<file path="src/rtl/adc_arbiter.sv">
// adc_arbiter: shares one ADC port between bemf, host and auto requesters with
// fixed priority, scanner anti-starvation, settle/go sequencing and timeout recovery.
module adc_arbiter #(
  parameter int unsigned SETTLE_CYCLES = 2,
  parameter logic [15:0] TIMEOUT       = 16'hFFF0,
  parameter int unsigned STARVE_LIMIT  = 4
) (
  input  logic       clk3p2M,
  input  logic       reset,
  input  logic       bemf_req,
  input  logic       host_req,
  input  logic       auto_req,
  input  logic [3:0] bemf_chan,
  input  logic [3:0] host_chan,
  input  logic [3:0] auto_chan,
  input  logic       bemf_batt,
  input  logic       host_batt,
  input  logic       auto_batt,
  output logic       bemf_done,
  output logic       host_done,
  output logic       auto_done,
  output logic       bemf_err,
  output logic       host_err,
  output logic       auto_err,
  output logic [9:0] result_data,
  output logic [1:0] owner,
  output logic       busy,
  output logic       adc_go,
  output logic [3:0] adc_chan,
  output logic       adc_batt_sel,
  input  logic [9:0] adc_in,
  input  logic       adc_valid
);
  typedef enum logic [2:0] {IDLE, SETUP, GO, WAIT, DONE} state_t;
  state_t      state_q;
  logic [1:0]  owner_q;
  logic [3:0]  set_cnt_q;
  logic [15:0] tmo_q;
  logic [3:0]  starve_q;
  logic        go_q;
  logic [2:0]  done_q;
  logic [2:0]  err_q;
  logic [3:0]  chan_q;
  logic        batt_q;
  logic [9:0]  data_q;
  logic [1:0]  grant_d;
  logic [3:0]  chan_d;
  logic        batt_d;
  logic [2:0]  owner_oh;
  always_comb begin
    grant_d  = (auto_req && starve_q == 4'(STARVE_LIMIT)) ? 2'd3 :
               bemf_req ? 2'd1 : host_req ? 2'd2 : auto_req ? 2'd3 : 2'd0;
    chan_d   = grant_d == 2'd1 ? bemf_chan : grant_d == 2'd2 ? host_chan : auto_chan;
    batt_d   = grant_d == 2'd1 ? bemf_batt : grant_d == 2'd2 ? host_batt : auto_batt;
    owner_oh = {owner_q == 2'd1, owner_q == 2'd2, owner_q == 2'd3};
  end
  always_ff @(posedge clk3p2M) begin
    if (reset) begin
      state_q   <= IDLE;
      owner_q   <= 2'd0;
      set_cnt_q <= 4'd0;
      tmo_q     <= 16'd0;
      starve_q  <= 4'd0;
      go_q      <= 1'b0;
      done_q    <= 3'b000;
      err_q     <= 3'b000;
      chan_q    <= 4'd0;
      batt_q    <= 1'b0;
      data_q    <= 10'd0;
    end else begin
      go_q   <= 1'b0;
      done_q <= 3'b000;
      err_q  <= 3'b000;
      case (state_q)
        IDLE: begin
          // owner stays visible through an err cycle and is replaced or cleared here
          owner_q <= grant_d;
          if (grant_d != 2'd0) begin
            chan_q    <= chan_d;
            batt_q    <= batt_d;
            set_cnt_q <= 4'd0;
            state_q   <= SETUP;
            starve_q  <= (grant_d == 2'd3 || !auto_req) ? 4'd0 :
                         starve_q == 4'(STARVE_LIMIT) ? starve_q : starve_q + 4'd1;
          end
        end
        SETUP: begin
          if (set_cnt_q == 4'(SETTLE_CYCLES)) begin
            go_q    <= 1'b1;
            state_q <= GO;
          end else set_cnt_q <= set_cnt_q + 4'd1;
        end
        GO: begin
          tmo_q   <= 16'd0;
          state_q <= WAIT;
        end
        WAIT: begin
          if (adc_valid) begin
            data_q  <= adc_in;
            done_q  <= owner_oh;
            state_q <= DONE;
          end else if (tmo_q == TIMEOUT) begin
            err_q   <= owner_oh;
            state_q <= IDLE;
          end else tmo_q <= tmo_q + 16'd1;
        end
        DONE: begin
          owner_q <= 2'd0;
          state_q <= IDLE;
        end
        default: state_q <= IDLE;
      endcase
    end
  end
  assign {bemf_done, host_done, auto_done} = done_q;
  assign {bemf_err, host_err, auto_err}    = err_q;
  assign result_data  = data_q;
  assign owner        = owner_q;
  assign busy         = state_q != IDLE;
  assign adc_go       = go_q;
  assign adc_chan     = chan_q;
  assign adc_batt_sel = batt_q;
endmodule

</file>
<file path="config.mk">
export PLATFORM = sky130hd
export DESIGN_NAME = adc_arbiter
export DESIGN_NICKNAME = d
export VERILOG_FILES = /design/src/rtl/adc_arbiter.sv
export SDC_FILE = /design/constraint.sdc
export NUM_CORES = 1
export LEC_CHECK = 0
export CAP_MARGIN = 10
export CORE_AREA = 4 4 94 104
export CTS_CLUSTER_DIAMETER = 120
export DETAILED_ROUTE_END_ITERATION = 16
export DIE_AREA = 0 0 98 108
export HOLD_SLACK_MARGIN = 0.05
export PLACE_DENSITY = 0.53
export SYNTH_ARGS = -nofsm -noshare
export SYNTH_HDL_FRONTEND = slang
export SYNTH_SLANG_ARGS = --single-unit
</file>
<file path="constraint.sdc">
create_clock -name clk3p2M -period 1.8 [get_ports clk3p2M]
set_input_delay 0.18 -clock clk3p2M [delete_from_list [all_inputs] [get_ports clk3p2M]]
set_output_delay 0.18 -clock clk3p2M [all_outputs]
set_load 0.02 [all_outputs]
</file>
; Word level (Yosys, flattened, before mapping)
; Index checks and enable logic that the tools add are counted.
[totals]
regBits = 51
latchBits = 0
mem_bits_rw = 0
romBits = 0
inputBits = 31
out_inout_bits = 25
mem_count = 0
[op_classes]
n_addsub = 3
n_mul = 0
div = 0
n_lt_le_gt_ge = 0
eq_ne = 20
shift = 0
n_mux = 23
bitwise = 4
n_reduce_logical = 18
[op_table]
columns = operator, count
row1 = 16-bit two-way mux, 2
row2 = 16-bit one-hot mux with 2 select lines, 1
row3 = 4-bit two-way mux, 6
row4 = 16-bit by 1-bit adder with 16-bit output (second input constant), 1
row5 = 16-bit == test (second input constant), 1
row6 = 3-bit two-way mux, 4
row7 = 3-bit one-hot mux with 4 select lines, 1
row8 = 3-bit AND reduction, 4
row9 = 2-bit != test (second input constant), 5
row10 = 4-bit by 1-bit adder with 4-bit output (second input constant), 2
row11 = 2-bit == test (second input constant), 4
row12 = 2-bit two-way mux, 4
row13 = 4-bit one-hot mux with 2 select lines, 1
row14 = 2-bit nonzero test, 4
row15 = 3-bit by 2-bit == test with 1-bit output (second input constant), 2
row16 = 2-bit by 1-bit == test with 1-bit output (second input constant), 2
row17 = 4-bit by 2-bit == test with 1-bit output (second input constant), 1
row18 = 4-bit by 3-bit == test with 1-bit output (second input constant), 1
row19 = 1-bit NOT, 4
row20 = 2-bit one-hot mux with 2 select lines, 1
row21 = 2-bit AND reduction, 2
row22 = 4-bit OR reduction, 1
row23 = 3-bit by 1-bit == test with 1-bit output (second input constant), 1
row24 = 3-bit == test (second input constant), 1
row25 = other kinds (10), 12

; Logic depth before layout (Yosys ltp)
; Gate-level depths: netlist (run 1).
[logic_depth]
word_depth = 8
mapped_depth = 7
ltp_nobuf = 6

; Worst setup path after synthesis (run 1)
; No wires, ideal clock.
[synth_path]
path_kind = reg2reg
from = reg tmo_q[0]
to = reg tmo_q[3]
setup_ns = 0.070
t_arrival_ns = 1.724
t_required_ns = 1.730
slack_ns = 0.006
path_stages_with_launch = 7
synth_period_minus_slack_ns = 1.794
path_cell_list = dfxtp_1 > inv_1 > ha_1 > and4bb_4 > a41o_4 > or4_1 > a21oi_1
[synth_via]
elab_chain_len = 4
[synth_lines]
columns = item, line_no
row1 = "start, declared", 38  ; logic [15:0] tmo_q;
row2 = "start signal, assigned", 105  ; end else tmo_q <= tmo_q + 16'd1;
row3 = 16-bit by 1-bit adder with 16-bit output, 105
row4 = 16-bit two-way mux, 102  ; end else if (tmo_q == TIMEOUT) begin
row5 = 16-bit two-way mux, 98  ; if (adc_valid) begin
row6 = 16-bit one-hot mux with 2 select lines, 74  ; case (state_q)
; Several ways; a longest one is shown, not always the timed one. The select of a mux whose other input is x is not followed.
; A chain may end at the register's enable or synchronous reset.

; Worst setup path in the final report (run 1)
[layout_path]
from = reg tmo_q[1]
to = reg tmo_q[12]
; The elaborated chain is that of the path after synthesis.

==> results of run 1 <==
[state kept, by name, summed over array words and instances, names as in the netlist]
name / count
tmo_q: 16
result_data: 10
adc_chan: 4
set_cnt_q: 4
starve_q: 4
done_q: 3
err_q: 3
state_q: 3
owner: 2
adc_batt_sel: 1
adc_go: 1
[how the worst max path moves through the flow]
stage / startpoint / endpoint / slack [ps]
floorplan: tmo_q[0] / tmo_q[3] / 6
detailed placement: auto_req / set_cnt_q[0] / -50
global route: tmo_q[0] / err_q[0] / -60
CTS: tmo_q[0] / tmo_q[5] / 10
finish: tmo_q[1] / tmo_q[12] / 40
global placement: auto_req / set_cnt_q[0] / -10
[report_power, final]
group          switching [W]  internal, W  leakage [nW]
logic               0.000161     0.000174         0.805
registers          0.0000215      0.00115         0.416
clock network       0.000414     0.000315        0.0474
[cells by family after synthesis]
kind of cell	count (synthesis)
adder cells (fa/ha/maj)	6
AND/OR/NAND/NOR	150
flip-flops	51
AO/OA/AOI/OAI	70
multiplexers	5
buffers and inverters	27
XOR/XNOR	3
[routing by layer]
layer,routed length (um),share of wire [%],vias up
li1,-,-,1294
met1,3240,45,1207
met2,3660,51,25
met3,174,2.4,6
met4,78,1.1,0
met5,0,0,-
[layout by cell type (no fill, tap or decap), drive strengths merged, types with 2 or more instances in the layout]
cell type,n
clkdlybuf4s50,54
and4,4
a221oi,3
or2,2
o31ai,5
buf,33
dfxtp,51
or3,10
a211oi,5
nand4,9
xor2,3
or3b,3
or4,6
o21ai,10
o2bb2ai,5
mux2i,5
nand2,47
ha,6
nand4b,2
inv,9
and3,6
nor2b,2
nor3,6
and2,2
a31oi,5
a2111oi,2
nor2,26
clkbuf,6
nor3b,2
nand3,12
a21oi,28
nand3b,3
[synthesized netlist by cell type (6+ instances only)]
cell type	count
a21oi_1	28
and3_1	6
clkbuf_1	14
dfxtp_1	51
ha_1	6
inv_1	9
nand2_1	47
nand3_1	12
nand4_1	9
nor2_1	26
o21ai_0	10
or3_1	8
or4_1	6
[stage by stage]
stage          std cells  worst slack, ps  TNS (ps)  hold WS [ps]  util [%]
6_report             504             35.2         0           401      40.6
5_1_grt              504            -55.4      -115           392      40.6
4_1_cts              503             13.5         0           393      40.1
3_5_place_dp         495            -45.7      -130           448      38.9
3_3_place_gp         495            -9.72     -16.1           443      38.9
2_1_floorplan        312             5.53         0           316         -
[worst max-delay path, delay by kind of cell (launching register included)]
family | cells | cell delay (ps)
compound gates | 1 | 150
fa+ha+maj | 1 | 190
flops | 1 | 370
simple gates | 3 | 970
[layout make-up]
| class | count | area, sq um | area share (%) |
|---|---|---|---|
| Timing Repair Buffer | 88 | 797 | 22.3 |
| Inverter | 9 | 33.8 | 0.947 |
| Sequential cell | 51 | 1030 | 28.8 |
| Clock buffer | 6 | 82.6 | 2.31 |
| Tap cell | 114 | 143 | 4.00 |
| Multi-Input combinational cell | 234 | 1470 | 41.1 |
| Clock inverter | 2 | 16.3 | 0.456 |
[timing repair]
action / CTS / global route
gates resized for setup: 7 / 10
endpoints found under the hold margin: 0 / 0
pin swaps: 0 / 2
setup endpoints to repair: 6 / 10
setup buffers: 0 / 1
==> impl_results.md, run 1 <==
* Antenna-violating nets left at 0
* Starting density of the core at 29.1%
* Gr ovfl total at 0
* Worst r2r src: tmo_q[1]
* Setup violations, final at 0
* Crit-path slowest cell: or4_1
* Pwr Density at ~630 nW/um^2
* Final hold violations at 0
* CTS sink cnt at 51
* Number of synthesized flops with an enable pin at 0
* H-Tree Depth at 2
* Number of max-cap violations at 0
* Met3 usage at under 10%
* CP Data Arrival Time at about 2000 ps
* Tot Pwr at about 0.0022 W
* Hold Crit Class: in2reg
* TritonCTS clock tree: done
* Cell Area, Synth at between 2000 and 3000 sq um
* Worst skew pair latency at around 320 ps
* Synth Area in Adders at about 2.9%
* Pin count of the biggest net entering global routing at 17
* DR WL/cell at 14.2 um
* Vias in the first global route at between 2000 and 2500
* Die area at 10600 sq um
* DRT iter0 DRCs at between 70 and 80
* Fillcell total at ~900
* # diodes at 0
* Drt first pass iters at 4
* Cell count after synthesis at 312
* Largest family of logic cells by synthesized area: simple AND/OR/NAND/NOR gates
* Kind of critical path: reg2reg
* Synth Area in XOR/XNOR at slightly above 1%
* Critical Path Fanout Max at 6
* CP Data Required Time at between 2000 and 2500 ps
* Area leader, netlist: dfxtp_1
* Gr usage total at 13.2%
* Met2 Track Usage GR at a little under a quarter
* Hpwl dp at 5.29 mm
* DRC viols at 0
* Chip height at 108 um
* Synth Register Bits at between 50 and 60
* Die width at between 90 and 100 um
* Clock Path Buffers at 2
* Synth Area per Inst at between 8 and 9 sq um
* Worst reg2reg endpoint: tmo_q[12]
* Relative slew slack at between 60% and 70%
* RSZ-0062 raised after global routing: true
* Setup crit end kind: register
* Hold Path Depth at 3
* Slowest stage delay, CP at 480 ps
* GR Util met1 at 16.2%
* Vias at between 2000 and 3000
* Ys Warns at 0
* DP Area at between 3000 and 4000 sq um
* Syn-to-layout area delta at 39.6%
* Clk root buf: clkbuf_8
* Final RePlAce weighted congestion at just over 0.8
* Seq/Total Area, Yosys at 39.9%
* Synth top area share at around two fifths
* Cell area after layout at about 3600 sq um
* Syn nets at 349
* Worst reg2reg setup slack at between 30 and 40 ps
* Drt via density at between 5 and 6
* Core area at approximately 9000 sq um
* Yosys cell types at 50
* Upper clock frequency limit at between 500 and 600 MHz
* Port bufs at 55
* Layout cells sized above 1 at 17.7%
* First-pass GRT wire length at ~11 mm
* Top Ports at 56
* Fin crit share at roughly 98%
* Simple logic cell fraction of the synthesized area at 32.2%
* Nets at between 400 and 500
* Ys flop type: dfxtp_1
* Routed Wire Length at between 7 and 8 mm
* Critical Path Source Type: register
* Static leakage at 1.27 nW
* Final Slew Violations at 0
* Cell chain of the critical path: ha_2 > nand3_1 > or3_4 > or4_1 > a21oi_1
* Hold Path Sink: result_data[5]
* Status: complete, no violations
* Post-route minimum period at between 1500 and 2000 ps
* Antenna violations before repair at 0
* # rows at 36
* CTS Buf Count at 5
* Reg clk slew, reported paths at 100 ps
* Multiplexer area fraction after synthesis at 1.96%
* Busiest metal layer after global routing: met2
* Synth Area in Compound Gates at 17.8%
* R2R depth at 5
* Worst VDD drop at 0.351 mV
* Clock skew at around 16 ps
* Critical hold path startpoint: adc_in[5]
* Largest cells by area after synthesis: dfxtp_1, nand2_1, a21oi_1
* CTS Hold Bufs at 0
* Post-synth ARST share at 0%
* Slew @ Worst Pin at 494 ps
(Power assumes the default switching activity.)
==> run 2, diff against run 1 <==
- ABC_AREA: default -> 1
- CORE_AREA: 4 4 94 104 -> 4 4 93 104
- DIE_AREA: 0 0 98 108 -> 0 0 97 108
==> run 2 against run 1 <==
Net effect: global-route usage fell by 1.3 points; clock-buffer cell count rose by 1; register-to-register slack improved by 160 ps; flip-flop and latch count did not move; via count fell by 3.2%.
==> impl_results.md, run 2 <==
* Worst VDD drop at 0.356 mV (was 0.351 mV)
* # rows at 36 (unchanged)
* Largest reg by FF count: tmo_q (unchanged)
* Setup violations, final at 0 (unchanged)
* Synth Area per Inst at 6.61 sq um (was 8.19 sq um)
* Synth top area share at 40.2% (was 39.9%)
* Number of synthesized flops with an enable pin at 0 (unchanged)
* Reg clk slew, reported paths at 90 ps (was 100 ps)
* First-pass GRT wire length at 10.5 mm (was 11.5 mm)
* DRT iter0 DRCs at 67 (was 75)
* Number of max-cap violations at 0 (unchanged)
* Clk root buf: clkbuf_8 (unchanged)
* Chip height at 108 um (unchanged)
* Ys flop type: dfxtp_1 (unchanged)
* TritonCTS clock tree: done (unchanged)
* Syn nets at 421 (was 349)
* Fin crit share at 94.6% (was 98.0%)
* Cell area after layout at 3320 sq um (was 3570 sq um)
* DR WL/cell at 10.9 um (was 14.2 um)
* Top Ports at 56 (unchanged)
* Seq/Total Area, Yosys at 40.2% (was 39.9%)
* CP Data Required Time at 1620 ps (was 2040 ps)
* Kind of critical path: reg2out (was reg2reg)
* Syn-to-layout area delta at 30.7% (was 39.6%)
* RSZ-0062 raised after global routing: false (was true)
* Status: complete, no violations (unchanged)
* Max reg flops at 16 (unchanged)
* Final RePlAce weighted congestion at 0.752 (was 0.812)
* Worst skew pair latency at 300 ps (was 320 ps)
* Starting density of the core at 29.2% (was 29.1%)
* Post-route minimum period at 1700 ps (was 1760 ps)
* Die width at 97 um (was 98 um)
* # diodes at 0 (unchanged)
* Final Slew Violations at 0 (unchanged)
* Antenna-violating nets left at 0 (unchanged)
* Vias at 2452 (was 2532)
* Clock skew at 8.42 ps (was 16.0 ps)
* Drt first pass iters at 4 (unchanged)
* Antenna violations before repair at 0 (unchanged)
* Gr usage total at 11.9% (was 13.2%)
* Layout cells sized above 1 at 6.98% (was 17.7%)
* Upper clock frequency limit at 587 MHz (was 567 MHz)
* Count leader, synth: nand2_1 (was dfxtp_1)
* Slew @ Worst Pin at 464 ps (was 494 ps)
* Yosys cell types at 26 (was 50)
* Core area at 8690 sq um (was 8780 sq um)
* GR Util met1 at 13.5% (was 16.2%)
* Static leakage at 1.39 nW (was 1.27 nW)
* CTS Buf Count at 5 (unchanged)
* Commonest non-fill, non-tap cell in the layout: nand2_1 (was clkdlybuf4s50_1)
* Clock Path Buffers at 2 (unchanged)
* Nets at 480 (was 426)
* Cell Area, Synth at 2540 sq um (was 2560 sq um)
* CP Data Arrival Time at 1520 ps (was 2000 ps)
* Hold Crit Class: in2reg (unchanged)
* Met2 Track Usage GR at 22.2% (was 23.3%)
* Met3 usage at 3.35% (was 2.77%)
* DRC viols at 0 (unchanged)
* Drt via density at 4.39 (was 5.02)
* Area leader, netlist: dfxtp_1 (unchanged)
* Ys Warns at 0 (unchanged)
* Critical Path Source Type: register (unchanged)
* Final hold violations at 0 (unchanged)
* Busiest metal layer after global routing: met2 (unchanged)
* Pwr Density at 823 nW/um^2 (was 627 nW/um^2)
* Critical Path Fanout Max at 3 (was 6)
* Setup crit end kind: output pin (was register)
* Vias in the first global route at 2388 (was 2403)
* Gr ovfl total at 0 (unchanged)
* Worst reg2reg setup slack at 200 ps (was 40 ps)
* Die area at 10500 sq um (was 10600 sq um)
* Most instantiated cells after synthesis: nand2_1, nor2_1, dfxtp_1 (was dfxtp_1, nand2_1, a21oi_1)
* Cell count after synthesis at 384 (was 312)
* DP Area at 3230 sq um (was 3420 sq um)
* Hpwl dp at 4.63 mm (was 5.29 mm)
* Largest cells by area after synthesis: dfxtp_1, nand2_1, nor2_1 (was dfxtp_1, nand2_1, a21oi_1)
* Fin Setup TNS at 0 ps (unchanged)
* Routed Wire Length at 6.08 mm (was 7.15 mm)
* Commonest non-fill, non-tap cells in the layout: nand2_1, nor2_1, clkdlybuf4s50_1 (was clkdlybuf4s50_1, nand2_1, dfxtp_1)
* Relative slew slack at 69.0% (was 67.0%)
* Post-synth ARST share at 0% (unchanged)
* H-Tree Depth at 2 (unchanged)
* Pin count of the biggest net entering global routing at 22 (was 17)
* Port bufs at 55 (unchanged)
* CTS sink cnt at 51 (unchanged)
* Fillcell total at 939 (was 915)
* Synth Register Bits at 51 (unchanged)
-- run 2: final timing paths --
check | startpoint | end | depth (start not counted)
max | state_q[2] | busy | 3
min | adc_in[5] | result_data[5] | 3
max reg2reg | starve_q[0] | adc_chan[1] | 10
min reg2reg | tmo_q[14] | tmo_q[14] | 2
-- run 2: area by class of cell --
| type | count | area, sq um | area share [%] |
|---|---|---|---|
| flip-flops and latches | 51 | 1020 | 30.8 |
| multi-input cells | 274 | 1300 | 39.1 |
| clock inverters | 1 | 5.00 | 0.151 |
| repair buffers | 59 | 581 | 17.5 |
| inverters | 52 | 195 | 5.88 |
| clock buffers | 7 | 76.3 | 2.30 |
| well taps | 114 | 143 | 4.30 |
-- run 2: report_power, final --
group / switching [W] / internal [W]
sequential: 0.0000570 / 0.00121
clock: 0.000365 / 0.000274
combinational: 0.000503 / 0.000317
-- run 2: timing repair --
item / CTS / global route
buffers inserted: 0 / 0
endpoints found under the hold margin: 0 / 0
hold buffers: 0 / 0
endpoints found under the setup margin: 0 / 3
gates resized for setup: 0 / 2
-- run 2: layer usage --
| metal | wire length, um | vias to the layer above | share of wire, % |
|---|---|---|---|
| li1 | - | 1320 | - |
| met3 | 339 | 4 | 5.6 |
| met5 | 0 | - | 0 |
| met4 | 45 | 0 | 0.74 |
| met2 | 2980 | 46 | 49 |
| met1 | 2720 | 1082 | 45 |
-- run 2: metrics by stage --
step	cells	hold WS, ps	setup WS (ps)	power [W]	util [%]
after global routing	558	456	9.84	0.00293	38.2
after floorplan	384	315	408	0.00181	-
final	558	455	96.9	0.00273	38.2
after CTS	558	440	77.1	0.00279	38.0
after global placement	550	475	118	0.00212	37.1
after detailed placement	550	484	77.0	0.00212	37.1
-- run 2: critical path, cell delays in order (launching register included) --
cell and delay, ps:
dfxtp_1 330, nor2_1 200, nand2_1 140, clkdlybuf4s50_1 560
-- run 2: kinds of logic after synthesis --
group | Yosys count | share of synthesized area, %
AO/OA/AOI/OAI | 53 | 11.0
AND/OR/NAND/NOR | 211 | 35.3
flip-flops | 51 | 40.2
buffers and inverters | 59 | 9.12
adder cells (fa/ha/maj) | 6 | 2.96
XOR/XNOR | 4 | 1.38
==> run 3, diff against run 2 <==
- ABC_AREA: 1 -> default
- CORE_AREA: 4 4 93 104 -> 4 4 74 82
- DIE_AREA: 0 0 97 108 -> 0 0 78 86
- PLACE_DENSITY: 0.53 -> 0.77
- clock period: 1.8 -> 1.83 ns (I/O delays scaled with it)
==> run 3 against run 2 <==
Net effect: hold slack worse by 34 ps; first-iteration DRC count is 130% higher; clock skew decreased by 3.4 ps; core utilization up 28 points.
==> impl_results.md, run 3 (synthesized netlist as in run 1, its figures left out) <==
* Placed cell count at 452 (was 550)
* TritonCTS clock tree: done (unchanged)
* H-Tree Depth at 2 (unchanged)
* Worst skew pair latency at 300 ps (about the same)
* DR WL/cell at 14.2 um (was 10.9 um)
* Vias at 2544 (was 2452)
* Hold Crit Class: in2reg (unchanged)
* Hpwl dp at 4.87 mm (was 4.63 mm)
* Sw Ratio at 25.6% (was 33.9%)
* Reg clk slew, reported paths at 90 ps (about the same)
* Clock group share of total power at 29.8% (was 23.4%)
* Cell chain of the critical path: inv_1 > ha_1 > and4bb_4 > a41o_4 > or4_4 > a21oi_2 (was nor2_1 > nand2_1 > clkdlybuf4s50_1)
* Comb power frac at 15.5% (was 30.1%)
* Gr ovfl total at 0 (unchanged)
* Final RePlAce weighted congestion at 0.935 (was 0.752)
* Pwr Density at 606 nW/um^2 (was 823 nW/um^2)
* DRC viols at 0 (unchanged)
* Antenna violations before repair at 0 (unchanged)
* Upper clock frequency limit at around 570 MHz
* Critical Path Source Type: register (unchanged)
* Syn-to-layout area delta at 36.1% (was 30.7%)
* Crit-path slowest cell: or4_4 (was clkdlybuf4s50_1)
* Setup crit end kind: register (was output pin)
* DRT iter0 DRCs at 155 (was 67)
* Post-Layout Cell Count at 460 (was 558)
* PnR worst setup slack at 79.7 ps (was 96.9 ps)
* Max reg flops at 16 (unchanged)
* Die width at 78 um (was 97 um)
* Layout cells sized above 1 at 16.1% (was 6.98%)
* Post-route minimum period at 1750 ps
* # rows at 28 (was 36)
* WP buf/inv at 1 (unchanged)
* CP Data Required Time at 2070 ps (was 1620 ps)
* Port bufs at 55 (unchanged)
* Fin crit share at roughly 96%
* Util after Layout at 65.8% (was 38.2%)
* First-pass GRT wire length at 11.3 mm (was 10.5 mm)
* Relative slew slack at 69.3% (was 69.0%)
* Antenna-violating nets left at 0 (unchanged)
* Vias in the first global route at 2528 (was 2388)
* Clk root buf: clkbuf_8 (unchanged)
* Hold Path Depth at 3 (unchanged)
* Final Slew Violations at 0 (unchanged)
* Commonest non-fill, non-tap cells in the layout: clkdlybuf4s50_1, nand2_1, dfxtp_1 (was nand2_1, nor2_1, clkdlybuf4s50_1)
* Slowest stage delay, CP at 490 ps (was 560 ps)
* Final hold violations at 0 (unchanged)
* Pin count of the biggest net entering global routing at 19 (was 22)
* Gr usage total at 20.6% (was 11.9%)
* Chip height at 86 um (was 108 um)
* Largest reg by FF count: tmo_q (unchanged)
* Post-Place Setup Slack at -23.3 ps (was 77.0 ps)
* Status: complete, no violations (unchanged)
* Clock Path Buffers at 2 (unchanged)
* Routed Wire Length at 6.54 mm (was 6.08 mm)
* Slew @ Worst Pin at 454 ps (was 464 ps)
* Die area at 6710 sq um (was 10500 sq um)
* Fillcell total at 457 (was 939)
* Starting density of the core at 48.3% (was 29.2%)
* Core area at 5290 sq um (was 8690 sq um)
* Crit path max-delay family: simple AND/OR/NAND/NOR gates (was buffers and inverters)
* CTS sink cnt at 51 (unchanged)
* Hold slack at 420 ps (was 455 ps)
* R2R depth at 6 (was 10)
* Top Ports at 56 (unchanged)
* Crit. path cell count at 6 (was 3)
* Setup violations, final at 0 (unchanged)
* Static leakage at 1.25 nW (was 1.39 nW)
* Drt first pass iters at 4 (unchanged)
* # diodes at 0 (unchanged)
* Number of max-cap violations at 0 (unchanged)
* Net switching power at 0.000539 W (was 0.000925 W)
* Sequential Power Share at 54.7% (was 46.6%)
* Commonest non-fill, non-tap cell in the layout: clkdlybuf4s50_1 (was nand2_1)
* CTS Buf Count at 5 (unchanged)
* Multi-input logic area at 1480 sq um (was 1300 sq um)
* Kind of critical path: reg2reg (was reg2out)
* Cell Int Power at 0.00157 W (was 0.00181 W)
* Critical Path Fanout Max at 6 (was 3)
* Clock skew at 5.04 ps (was 8.42 ps)
* FF/Latch Area at 1030 sq um (was 1020 sq um)
* Drt via density at 5.53 (was 4.39)
* Worst VDD drop at 0.456 mV (was 0.356 mV)
* CP Data Arrival Time at 1990 ps (was 1520 ps)
* Nets at 421 (was 480)
* Tot Pwr at 0.00211 W (was 0.00273 W)
* RSZ-0062 raised after global routing: true (was false)
[run 3: cell types whose count changed in the layout (fill, tap and decap cells not counted), moves of 6 or more]
cell	change
nor2_1	-46
nand2_1	-39
inv_1	-36
buf_4	+24
nand3_1	-16
o21ai_0	-9
or3_1	+7
and3_1	+6
inv_2	-6
o21ai_1	-6
[run 3: routing by layer]
layer	vias to the layer above	wire [um]	GRT usage, %
li1	1276	-	-
met1	1181	2640	23.8
met2	72	3440	37.2
met3	15	346	4.41
met4	0	114	7.47
met5	-	0	0
[run 3: final timing paths]
path | endpoint | start | slack, ps
hold / removal | result_data[3] | adc_in[3] | 420
setup reg to reg | tmo_q[4] | tmo_q[0] | 80
setup / recovery | tmo_q[4] | tmo_q[0] | 80
hold reg to reg | result_data[3] | result_data[3] | 460
[run 3: cell type report]
cell class	instances	share of cell area [%]
clock buffer	6	2.09
clock inverter	2	0.360
inverter	9	0.971
multi-input combinational	234	42.5
sequential	51	29.6
tap	75	2.70
timing repair buffer	83	21.8
[run 3: timing repair]
item | in CTS | in global routing
resized for setup | 5 | 14
pin swaps | 0 | 2
setup buffers | 0 | 0
hold buffers | 0 | 0
setup endpoints to repair | 5 | 11
[run 3: power by group through the flow]
stage,sequential (W),clock (W),combinational (W)
2_1_floorplan,0.00119,0,0.000142
3_3_place_gp,0.00118,0,0.000315
3_5_place_dp,0.00118,0,0.000320
4_1_cts,0.00115,0.000648,0.000320
5_1_grt,0.00116,0.000698,0.000358
6_report,0.00115,0.000629,0.000327
[run 3: per-stage QoR]
step	cell area, sq um	TNS (ps)
floorplan	2560	0
global placement	3340	-72.6
detailed placement	3340	-55.3
CTS	3430	0
global route	3480	-36.6
finish	3480	0
[run 3: tightest hold or removal path: stages]
cell and delay [ps]:
clkdlybuf4s50_1 390, nand2_1 50, a21oi_1 50
